==> config.mk <==
export PLATFORM = sky130hd
export DESIGN_NAME = bus_arbiter_multi
export DESIGN_NICKNAME = d
export VERILOG_FILES = /design/src/rtl/bus_arbiter_multi_pkg.sv /design/src/rtl/bus_arbiter_multi_rr_pick.sv /design/src/rtl/bus_arbiter_multi.sv
export SDC_FILE = /design/constraint.sdc
export NUM_CORES = 1
export LEC_CHECK = 0
export ABC_AREA = 0
export CORE_MARGIN = 1.5
export CORE_UTILIZATION = 45
export DETAILED_ROUTE_END_ITERATION = 6
export GPL_TIMING_DRIVEN = 0
export PLACE_DENSITY = 0.73
export SLEW_MARGIN = 20
export SYNTH_ARGS = -nofsm -noshare
export SYNTH_HDL_FRONTEND = slang
export SYNTH_SLANG_ARGS = --single-unit
==> constraint.sdc <==
create_clock -name CLOCK -period 2 [get_ports CLOCK]
set_input_delay 0.4 -clock CLOCK [delete_from_list [all_inputs] [get_ports CLOCK]]
set_output_delay 0.4 -clock CLOCK [all_outputs]
set_load 0.05 [all_outputs]
==> src/rtl/bus_arbiter_multi_pkg.sv <==
// ----------------------------------------------------------------------------
// bus_arbiter_multi_pkg
// Definitions shared by the host-bus mastership arbiter and its selector.
// The SDRAM-side arbiters use the same state codes and selection-mode values.
//   STATE_W      width of the debug state code
//   RR_FIXED     selection mode: lowest requesting index wins
//   RR_ROUND     selection mode: round-robin starting after the last winner
//   arb_state_e  FSM state codes (IDLE=0 .. REL=5; codes 6/7 are unused)
//   idx_w()      index width needed to address n requesters (minimum 1)
// ----------------------------------------------------------------------------
package bus_arbiter_multi_pkg;

  localparam int STATE_W  = 3;
  localparam int RR_FIXED = 0;
  localparam int RR_ROUND = 1;

  typedef enum logic [STATE_W-1:0] {
    ST_IDLE    = 3'd0,
    ST_REQ     = 3'd1,
    ST_ACCEPT  = 3'd2,
    ST_HELD    = 3'd3,
    ST_HANDOFF = 3'd4,
    ST_REL     = 3'd5
  } arb_state_e;

  function automatic int idx_w(input int n);
    return (n > 1) ? $clog2(n) : 1;
  endfunction

endpackage

==> src/rtl/bus_arbiter_multi_rr_pick.sv <==
// ----------------------------------------------------------------------------
// bus_arbiter_multi_rr_pick
// Rotating-base priority encoder used to choose the next local bus master.
// Purely combinational.
//   req     in   NREQ   request vector
//   base    in   IDX_W  index of the previous winner (round-robin pointer)
//   rr_en   in   1      1 = search upward from base+1 (mod NREQ);
//                       0 = plain lowest-index-wins, base ignored
//   onehot  out  NREQ   one-hot winner, zero when nothing requests
//   index   out  IDX_W  binary winner index, zero when nothing requests
//   valid   out  1      a winner was found
// ----------------------------------------------------------------------------
module bus_arbiter_multi_rr_pick
  import bus_arbiter_multi_pkg::*;
#(
  parameter int NREQ  = 2,
  parameter int IDX_W = idx_w(NREQ)
) (
  input  logic [NREQ-1:0]  req,
  input  logic [IDX_W-1:0] base,
  input  logic             rr_en,
  output logic [NREQ-1:0]  onehot,
  output logic [IDX_W-1:0] index,
  output logic             valid
);

  always_comb begin
    int start;
    logic [IDX_W-1:0] cand;
    onehot = '0;
    index  = '0;
    valid  = 1'b0;
    cand   = '0;
    start  = rr_en ? ((int'(base) + 1) % NREQ) : 0;
    // Walk all NREQ positions once, starting at 'start' and wrapping; the
    // first requester found wins.
    for (int k = 0; k < NREQ; k++) begin
      cand = IDX_W'((start + k) % NREQ);
      if (!valid && req[cand]) begin
        valid         = 1'b1;
        index         = cand;
        onehot[cand]  = 1'b1;
      end
    end
  end

endmodule

==> src/rtl/bus_arbiter_multi.sv <==
// ----------------------------------------------------------------------------
// bus_arbiter_multi
// 68000-style three-wire (BR/BG/BGACK) host-bus mastership arbiter for up to
// eight local masters. Requests the host bus, holds it with BGACK, grants it
// to one local master at a time, hands it between local masters without
// giving the host bus back, and releases it when the locals go idle or the
// host re-requests. Fixed-priority or round-robin selection; grant-wait
// timeout while waiting for host BG.
//
// Parameters
//   NREQ     number of local requesters (1..8)
//   RR_MODE  RR_FIXED (0) lowest index wins, RR_ROUND (1) round-robin
//   TMO_W    width of the grant-wait timer
//   TMO_MAX  REQ cycles without host BG before giving up (< 2**TMO_W)
//
// Ports
//   CLOCK     in   board clock, everything on posedge
//   RST       in   synchronous active-high reset
//   ENABLE    in   low forces IDLE and releases every drive
//   REQ       in   local requests, level-held until the master is done
//   _XAS      in   host address strobe (active low)
//   _XBG      in   host bus grant (active low)
//   _XBR_IN   in   sampled host bus-request line (active low)
//   _XBGK_IN  in   sampled host bus-grant-ack line (active low)
//   XBR_OE    out  drive open-drain _XBR low
//   XBGK_OE   out  drive open-drain _XBGK low
//   GNT       out  one-hot grant to the local masters
//   HIGHZ     out  host bus owned; host-side drivers must tristate
//   TMO       out  one-cycle pulse on grant-wait timeout
//   STATE     out  current state code (debug)
//
// All outputs decode from registered state / grant / timeout flags only.
// ----------------------------------------------------------------------------
module bus_arbiter_multi
  import bus_arbiter_multi_pkg::*;
#(
  parameter int NREQ    = 2,
  parameter int RR_MODE = RR_FIXED,
  parameter int TMO_W   = 8,
  parameter int TMO_MAX = 255
) (
  input  logic               CLOCK,
  input  logic               RST,
  input  logic               ENABLE,
  input  logic [NREQ-1:0]    REQ,
  input  logic               _XAS,
  input  logic               _XBG,
  input  logic               _XBR_IN,
  input  logic               _XBGK_IN,
  output logic               XBR_OE,
  output logic               XBGK_OE,
  output logic [NREQ-1:0]    GNT,
  output logic               HIGHZ,
  output logic               TMO,
  output logic [STATE_W-1:0] STATE
);

  localparam int               IDX_W     = idx_w(NREQ);
  localparam logic [TMO_W-1:0] TMO_LIMIT = TMO_W'(TMO_MAX);
  localparam logic [IDX_W-1:0] PTR_INIT  = IDX_W'(NREQ - 1);
  localparam logic             RR_EN     = (RR_MODE == RR_ROUND);

  if (NREQ < 1 || NREQ > 8) begin : g_bad_nreq
    $error("bus_arbiter_multi: NREQ must be 1..8");
  end
  if (TMO_MAX >= (2 ** TMO_W)) begin : g_bad_tmo
    $error("bus_arbiter_multi: TMO_MAX does not fit in TMO_W bits");
  end

  arb_state_e       state, state_nx;
  logic [TMO_W-1:0] timer, timer_nx;
  logic [NREQ-1:0]  gnt, gnt_nx;
  // Last winner; doubles as the round-robin pointer. Survives release so
  // the rotation continues across host-bus tenures.
  logic [IDX_W-1:0] ptr, ptr_nx;
  logic             tmo, tmo_nx;

  logic [NREQ-1:0]  pick_onehot;
  logic [IDX_W-1:0] pick_index;
  logic             pick_valid;

  logic             owner_done;
  logic             others_waiting;

  // One selector serves both ACCEPT and HANDOFF; in HANDOFF the previous
  // owner has already dropped its request, so it cannot win again here.
  bus_arbiter_multi_rr_pick #(
    .NREQ  (NREQ),
    .IDX_W (IDX_W)
  ) u_pick (
    .req    (REQ),
    .base   (ptr),
    .rr_en  (RR_EN),
    .onehot (pick_onehot),
    .index  (pick_index),
    .valid  (pick_valid)
  );

  assign owner_done     = ~|(REQ & gnt);
  assign others_waiting = |(REQ & ~gnt);

  // State register. RST and ENABLE=0 act identically and immediately,
  // abandoning any handshake in progress.
  always_ff @(posedge CLOCK) begin
    if (RST || !ENABLE) begin
      state <= ST_IDLE;
      timer <= '0;
      gnt   <= '0;
      ptr   <= PTR_INIT;
      tmo   <= 1'b0;
    end else begin
      state <= state_nx;
      timer <= timer_nx;
      gnt   <= gnt_nx;
      ptr   <= ptr_nx;
      tmo   <= tmo_nx;
    end
  end

  // Next-state logic.
  always_comb begin
    state_nx = state;
    timer_nx = '0;
    gnt_nx   = '0;
    ptr_nx   = ptr;
    tmo_nx   = 1'b0;
    case (state)
      ST_IDLE: begin
        // Only ask when the host bus is completely quiet.
        if (|REQ && _XBGK_IN && _XBR_IN && _XAS) begin
          state_nx = ST_REQ;
        end
      end
      ST_REQ: begin
        timer_nx = timer + 1'b1;
        if (!_XBGK_IN) begin
          // Another master took the bus first; back off.
          state_nx = ST_IDLE;
        end else if (!_XBG && _XAS) begin
          state_nx = ST_ACCEPT;
        end else if (timer == TMO_LIMIT) begin
          state_nx = ST_IDLE;
          tmo_nx   = 1'b1;
        end
      end
      ST_ACCEPT, ST_HANDOFF: begin
        if (pick_valid) begin
          state_nx = ST_HELD;
          gnt_nx   = pick_onehot;
          ptr_nx   = pick_index;
        end else begin
          state_nx = ST_REL;
        end
      end
      ST_HELD: begin
        gnt_nx = gnt;
        if (owner_done) begin
          gnt_nx = '0;
          // A pending host request wins over further local handoffs.
          if (!_XBR_IN || !others_waiting) begin
            state_nx = ST_REL;
          end else begin
            state_nx = ST_HANDOFF;
          end
        end
      end
      ST_REL: begin
        if (_XBGK_IN && _XAS) begin
          state_nx = ST_IDLE;
        end
      end
      default: begin
        state_nx = ST_REL;
      end
    endcase
  end

  // Output decode (Moore).
  always_comb begin
    XBR_OE  = (state == ST_REQ) || (state == ST_ACCEPT);
    XBGK_OE = (state == ST_ACCEPT) || (state == ST_HELD) || (state == ST_HANDOFF);
    HIGHZ   = (state == ST_HELD) || (state == ST_HANDOFF);
    GNT     = gnt;
    TMO     = tmo;
    STATE   = state;
  end

endmodule
After elaboration in Yosys (flattened, before gate mapping)
Index checks and enable logic that the tools add are counted.
{ "word_totals": {"register_bits": 14, "inputBits": 9, "output_inout_bits": 9, "wordCells": 62} }
{ "classes": {"add_sub_neg": 1, "n_eq_ne": 10, "n_mux": 17, "n_bitwise": 5, "reduce_logical": 25} }
{ "op_table": {"columns": ["cell", "count"], "rows": [
  ["$mux W3", 7],
  ["$pmux W3 S5", 1],
  ["$reduce_or A2 Y1", 5],
  ["$add A8 B1 Y8 const B", 1],
  ["$eq A8 B8 Y1 const B", 1],
  ["$eq A3 B2 Y1 const B", 2],
  ["$eq A3 B3 Y1 const B", 2],
  ["$logic_and A1 B1 Y1", 6],
  ["$logic_or A1 B1 Y1", 6],
  ["$mux W2", 3],
  ["$ne A2 B2 Y1 const B", 3],
  ["$logic_not A1 Y1", 5],
  ["$mux W1", 5],
  ["$and A2 B2 Y2", 2],
  ["$ne A4 B4 Y1 const B", 1],
  ["$pmux W2 S2", 1],
  ["$reduce_and A4 Y1", 1],
  ["$reduce_or A4 Y1", 1],
  ["$eq A3 B1 Y1 const B", 1],
  ["$logic_not A3 Y1", 1],
  ["$not A1 Y1", 2],
  ["$not A2 Y2", 1]
]} }

Logic depth before layout (Yosys ltp)
Gate-level depths: netlist of the first run.
{ "depth": {"ltp_word": 8, "ltp_mapped": 5, "ltp_nobuf": 5} }

Cells and area by module
From an unflattened synthesis of the first run, not the netlist that was laid out.
{ "hier_totals": {"hier_cells": 99, "hier_area_um2": 820.8} }
{ "by_module_without_submodules": {"columns": ["module", "n_inst", "cells_per_inst", "area_per_inst_um2"], "rows": [
  ["bus_arbiter_multi", 1, 93, 777.0],
  ["bus_arbiter_multi_rr_pick", 1, 6, 43.8]
]} }

Worst setup path after synthesis of the first run
Ideal clock, no wire load.
{ "synth_timing": {"path_type": "register -> output", "start": "register state[1] (netlist: STATE[1])", "end": "output port XBGK_OE", "t_arrival_ps": 1982, "required_ps": 1600, "slack_ps": -382, "path_stages_with_launch": 4, "n_path_buf": 1, "cell_sequence": "dfxtp_1 > buf_6 > inv_1 > o21ai_0"} }
{ "synth_via": {"elab_chain_cells": 3, "elab_cells_between_ends": 5, "classes_between": "eq/ne (3); reduce/logical (2)"} }
{ "synth_rtl": {"columns": ["element", "line_no", "rtl"], "rows": [
  ["start: declaration", "bus_arbiter_multi.sv:70", "arb_state_e state, state_nx;"],
  ["start signal: assignment", "bus_arbiter_multi.sv:112", "state <= state_nx;"],
  ["$eq A3 B2 Y1", "bus_arbiter_multi.sv:181", "XBGK_OE = (state == ST_ACCEPT) || (state == ST_HELD) || (state == ST_HANDOFF);"],
  ["$logic_or A1 B1 Y1", "bus_arbiter_multi.sv:181", null],
  ["$logic_or A1 B1 Y1 *", "bus_arbiter_multi.sv:181", null],
  ["end: declaration", "bus_arbiter_multi.sv:51", "output logic XBGK_OE,"]
]} }
Every way passes the cells marked *; elsewhere a longest branch is shown, timed or not.

Worst setup path after layout of the first run
{ "layout_timing": {"start": "register state[2] (netlist: STATE[2])", "end": "output port HIGHZ"} }
{ "layout_via": {"elab_chain_cells": 2, "elab_cells_between_ends": 3, "classes_between": "eq/ne (2); reduce/logical (1)"} }
{ "layout_rtl": {"columns": ["element", "line_no", "rtl"], "rows": [
  ["$eq A3 B2 Y1 / $eq A3 B3 Y1 (equally long branches)", "bus_arbiter_multi.sv:182", "HIGHZ = (state == ST_HELD) || (state == ST_HANDOFF);"],
  ["$logic_or A1 B1 Y1 *", "bus_arbiter_multi.sv:182", null],
  ["end: declaration", "bus_arbiter_multi.sv:53", "output logic HIGHZ,"]
]} }
Marks and branches as above.

==> results.toml, run 1 <==
[status]
status = "complete, no violations"

[timing]
min_period_over_period_pct = 95.1
finalClockSkew_ns = 0.00258
worst_slew_margin_relative_to_its_limit_pct = 66.2
min_clock_period_post_route_ns = 1.90
report.final.setup_viol = 0
clock.fmax_mhz = 526
rsz0062_at_grt = "false"
timing_worst_slew_pin_value_ns = 0.506
timing.final.hold_violations = 0
finalMaxSlewViolations = 0

[placed_design]
port_buffer_count = 17
hpwl_mm = 1.15
place_congestion = 0.784
placedCellCount = 121

[floorplanning]
placement_rows = 14
dieHeight_um = 43.9
full_die_area_mm2 = 0.00193
chipWidth_um = 43.9
floorplan.core_area_mm2 = 0.00154
starting_density_pct = 48.8
design.portCount = 18

[detailed_routing]
route.antenna.remaining_nets = 0
first_iter_violations = 14
drc = 0
post_drt_via_cell_ratio = 5.42
drt_wl_total_mm = 1.55
vias = 677
route.detailed.wl_per_inst_um = 12.4
detailedRoute.firstPassIterationCount = 4

[global_routing]
overflow = 0
first_global_vias = 666
grt_start_max_net_pins = 11
grt.total_usage_pct = 18.7
first_pass_grt_wire_length_mm = 2.70
antenna_found_initial = 0

[logic_synthesis]
netlist.top_cell.by_area = "sky130_fd_sc_hd__dfxtp_1"
postSynth.asyncResetShare_pct = 0
ys_warn_count = 0
synth_commonest_cells = "sky130_fd_sc_hd__nor2_1, sky130_fd_sc_hd__dfxtp_1, sky130_fd_sc_hd__nand2_1, sky130_fd_sc_hd__nand3_1, sky130_fd_sc_hd__xnor2_1"
synth-edff-count = 0
register_bit_count_reported_by_yosys = 14
synthCells = 88
synth_compound_area_share_pct = 13.0
syn_nets = 98
mappedNetlistArea_um2 = 752
post_synth_xor_area_fraction_pct = 9.32
largest_family_of_logic_cells_by_synthesized_area = "simple AND/OR/NAND/NOR gates"
post-synth-top-area-fraction_pct = 37.3
synth_cell_types = 35
synth.mux.area_fraction_pct = 1.33
synth_sequential_area_ratio_pct = 37.3
synthesized_area_fraction_occupied_by_and_or_nand_nor_cells_pct = 32.3
ys.flop_type = "sky130_fd_sc_hd__dfxtp_1"
postSynthAreaPerCell_um2 = 8.55
post_synth_main_area_contributors = "sky130_fd_sc_hd__dfxtp_1, sky130_fd_sc_hd__nor2_1, sky130_fd_sc_hd__xnor2_1"
post-synth-top-count-cell = "sky130_fd_sc_hd__nor2_1"
synth_fa_ha_area_share_pct = 1.66

[power]
cellLeakagePower_nw = 0.375
worst_ir_drop_vdd_mv = 0.481
power-per-cell-area_mw_per_mm2 = 539

[clock_network]
cts_tree = "built"
clk_latency_ns = 0.28
ctsHoldBuffers = 0
cts_num_sinks = 14
cts.path.max_buffers = 2
h-tree-depth = 1
number_of_cts_inserted_buffers = 3
post_cts_clock_slew_at_the_launch_and_capture_registers_of_the_worst_setup_and_hold_paths_ns = 0.08
root_buffer_master = "sky130_fd_sc_hd__clkbuf_4"

[setup_path]
timing.rr.start = "timer[0]"
worstSetupEndpointType = "output port"
worst-endpoint-arrival_ns = 1.50
setup.worst_path.class = "flip-flop to output port"
critPathMaxFanout = 10
cp-startpoint = "STATE[2]"
setup.worst_path.start_class = "flip-flop"
worstPathRequired_ns = 1.60

[min_path]
hold_start = "timer[0]"
holdCritPathClass = "flip-flop to flip-flop"

[final_layout]
antennaDiodeCount = 0
filler_cells_inserted = 145
final_util_pct = 63.7
post_route_cells_drive_above_1_share_pct = 15.6
layout_nets = 120
area_added_between_synthesis_and_finish_pct = 30.6
instances_no_fill = 125

[job]
max-cap-violations = 0
[state kept, by name, summed over array words and instances (netlist names)]
| register | flops |
|---|---|
| GNT | 2 |
| TMO | 1 |
| timer | 8 |
| STATE | 3 |
[routing by layer]
metal | track usage, % | share of wire [%]
met4 | 4.85 | 0
met1 | 23.7 | 48
met2 | 30.0 | 45
met3 | 6.67 | 7.4
met5 | 0 | 0
[layout by cell type (no fill, tap or decap), types with 2 or more instances in the layout]
| cell | n |
|---|---|
| sky130_fd_sc_hd__inv_1 | 4 |
| sky130_fd_sc_hd__xnor2_1 | 5 |
| sky130_fd_sc_hd__nor2_1 | 15 |
| sky130_fd_sc_hd__dfxtp_1 | 14 |
| sky130_fd_sc_hd__a22oi_1 | 2 |
| sky130_fd_sc_hd__nand2b_1 | 2 |
| sky130_fd_sc_hd__buf_6 | 3 |
| sky130_fd_sc_hd__nand2_1 | 6 |
| sky130_fd_sc_hd__o21a_1 | 2 |
| sky130_fd_sc_hd__clkbuf_4 | 3 |
| sky130_fd_sc_hd__clkdlybuf4s50_1 | 14 |
| sky130_fd_sc_hd__nand3_1 | 5 |
| sky130_fd_sc_hd__and3_1 | 2 |
| sky130_fd_sc_hd__xor2_1 | 3 |
| sky130_fd_sc_hd__o22ai_1 | 2 |
| sky130_fd_sc_hd__nor3_1 | 3 |
[critical path, cell delays in order (launching register included)]
cell and delay, ns:
sky130_fd_sc_hd__dfxtp_1 0.36, sky130_fd_sc_hd__buf_6 0.15, sky130_fd_sc_hd__inv_1 0.07, sky130_fd_sc_hd__or3_1 0.39, sky130_fd_sc_hd__nand2_2 0.07, sky130_fd_sc_hd__buf_4 0.19
[what timing repair did]
| action | in CTS | in global routing |
|---|---|---|
| resized for setup | 12 | 6 |
| setup buffers | 0 | 0 |
| endpoints found under the setup margin | 3 | 3 |
| hold endpoints to repair | 0 | 0 |
| pin swaps | 0 | 0 |
[logic make-up after synthesis]
kind of cell / after synthesis
AO/OA/AOI/OAI: 13
XOR/XNOR: 8
adder cells (fa/ha/maj): 1
buffers and inverters: 7
flip-flops: 14
multiplexers: 1
AND/OR/NAND/NOR: 44
[per-stage QoR]
step / hold slack (ns) / setup TNS, ns / cell area (um2) / power (mW) / worst slack, ns
floorplan: 0.418 / -0.0436 / 758 / 0.306 / -0.0436
global placement: 0.436 / -0.429 / 948 / 0.331 / -0.223
detailed placement: 0.444 / -0.445 / 948 / 0.331 / -0.230
CTS: 0.456 / 0 / 976 / 0.533 / 0.00920
global route: 0.492 / 0 / 982 / 0.543 / 0.0149
finish: 0.460 / 0 / 982 / 0.530 / 0.0984
[power breakdown]
| group | total, mW | internal, mW | switching [mW] |
|---|---|---|---|
| sequential | 0.280 | 0.279 | 0.000498 |
| combinational | 0.0449 | 0.0230 | 0.0219 |
| clock | 0.205 | 0.111 | 0.0944 |
[final cells by class]
type | instances | area (um2) | share of cell area [%]
multi-input cells | 67 | 439 | 44.7
flip-flops and latches | 14 | 280 | 28.5
repair buffers | 17 | 164 | 16.7
clock buffers | 4 | 36.3 | 3.69
plain buffers | 3 | 27.5 | 2.80
well taps | 16 | 20.0 | 2.04
inverters | 4 | 15.0 | 1.53
[path summary, 6_finish.rpt]
path / end / slack, ns / cells after the start
setup / recovery: HIGHZ / 0.1 / 5
hold / removal: timer[0] / 0.46 / 1
setup reg to reg: STATE[2] / 0.40 / 5
hold reg to reg: timer[0] / 0.46 / 1
Note: power is estimated with default switching activity, not from simulation.
==> inputs of run 2 (changes only) <==
--- a/config.mk
+++ b/config.mk
@@ -6,6 +6,7 @@
 export NUM_CORES = 1
 export LEC_CHECK = 0
 export ABC_AREA = 0
+export CAP_MARGIN = 30
 export CORE_MARGIN = 1.5
 export CORE_UTILIZATION = 45
 export DETAILED_ROUTE_END_ITERATION = 6
==> results of run 2 <==
No change in the layout: final DEF, timing and power equal those of run 1.
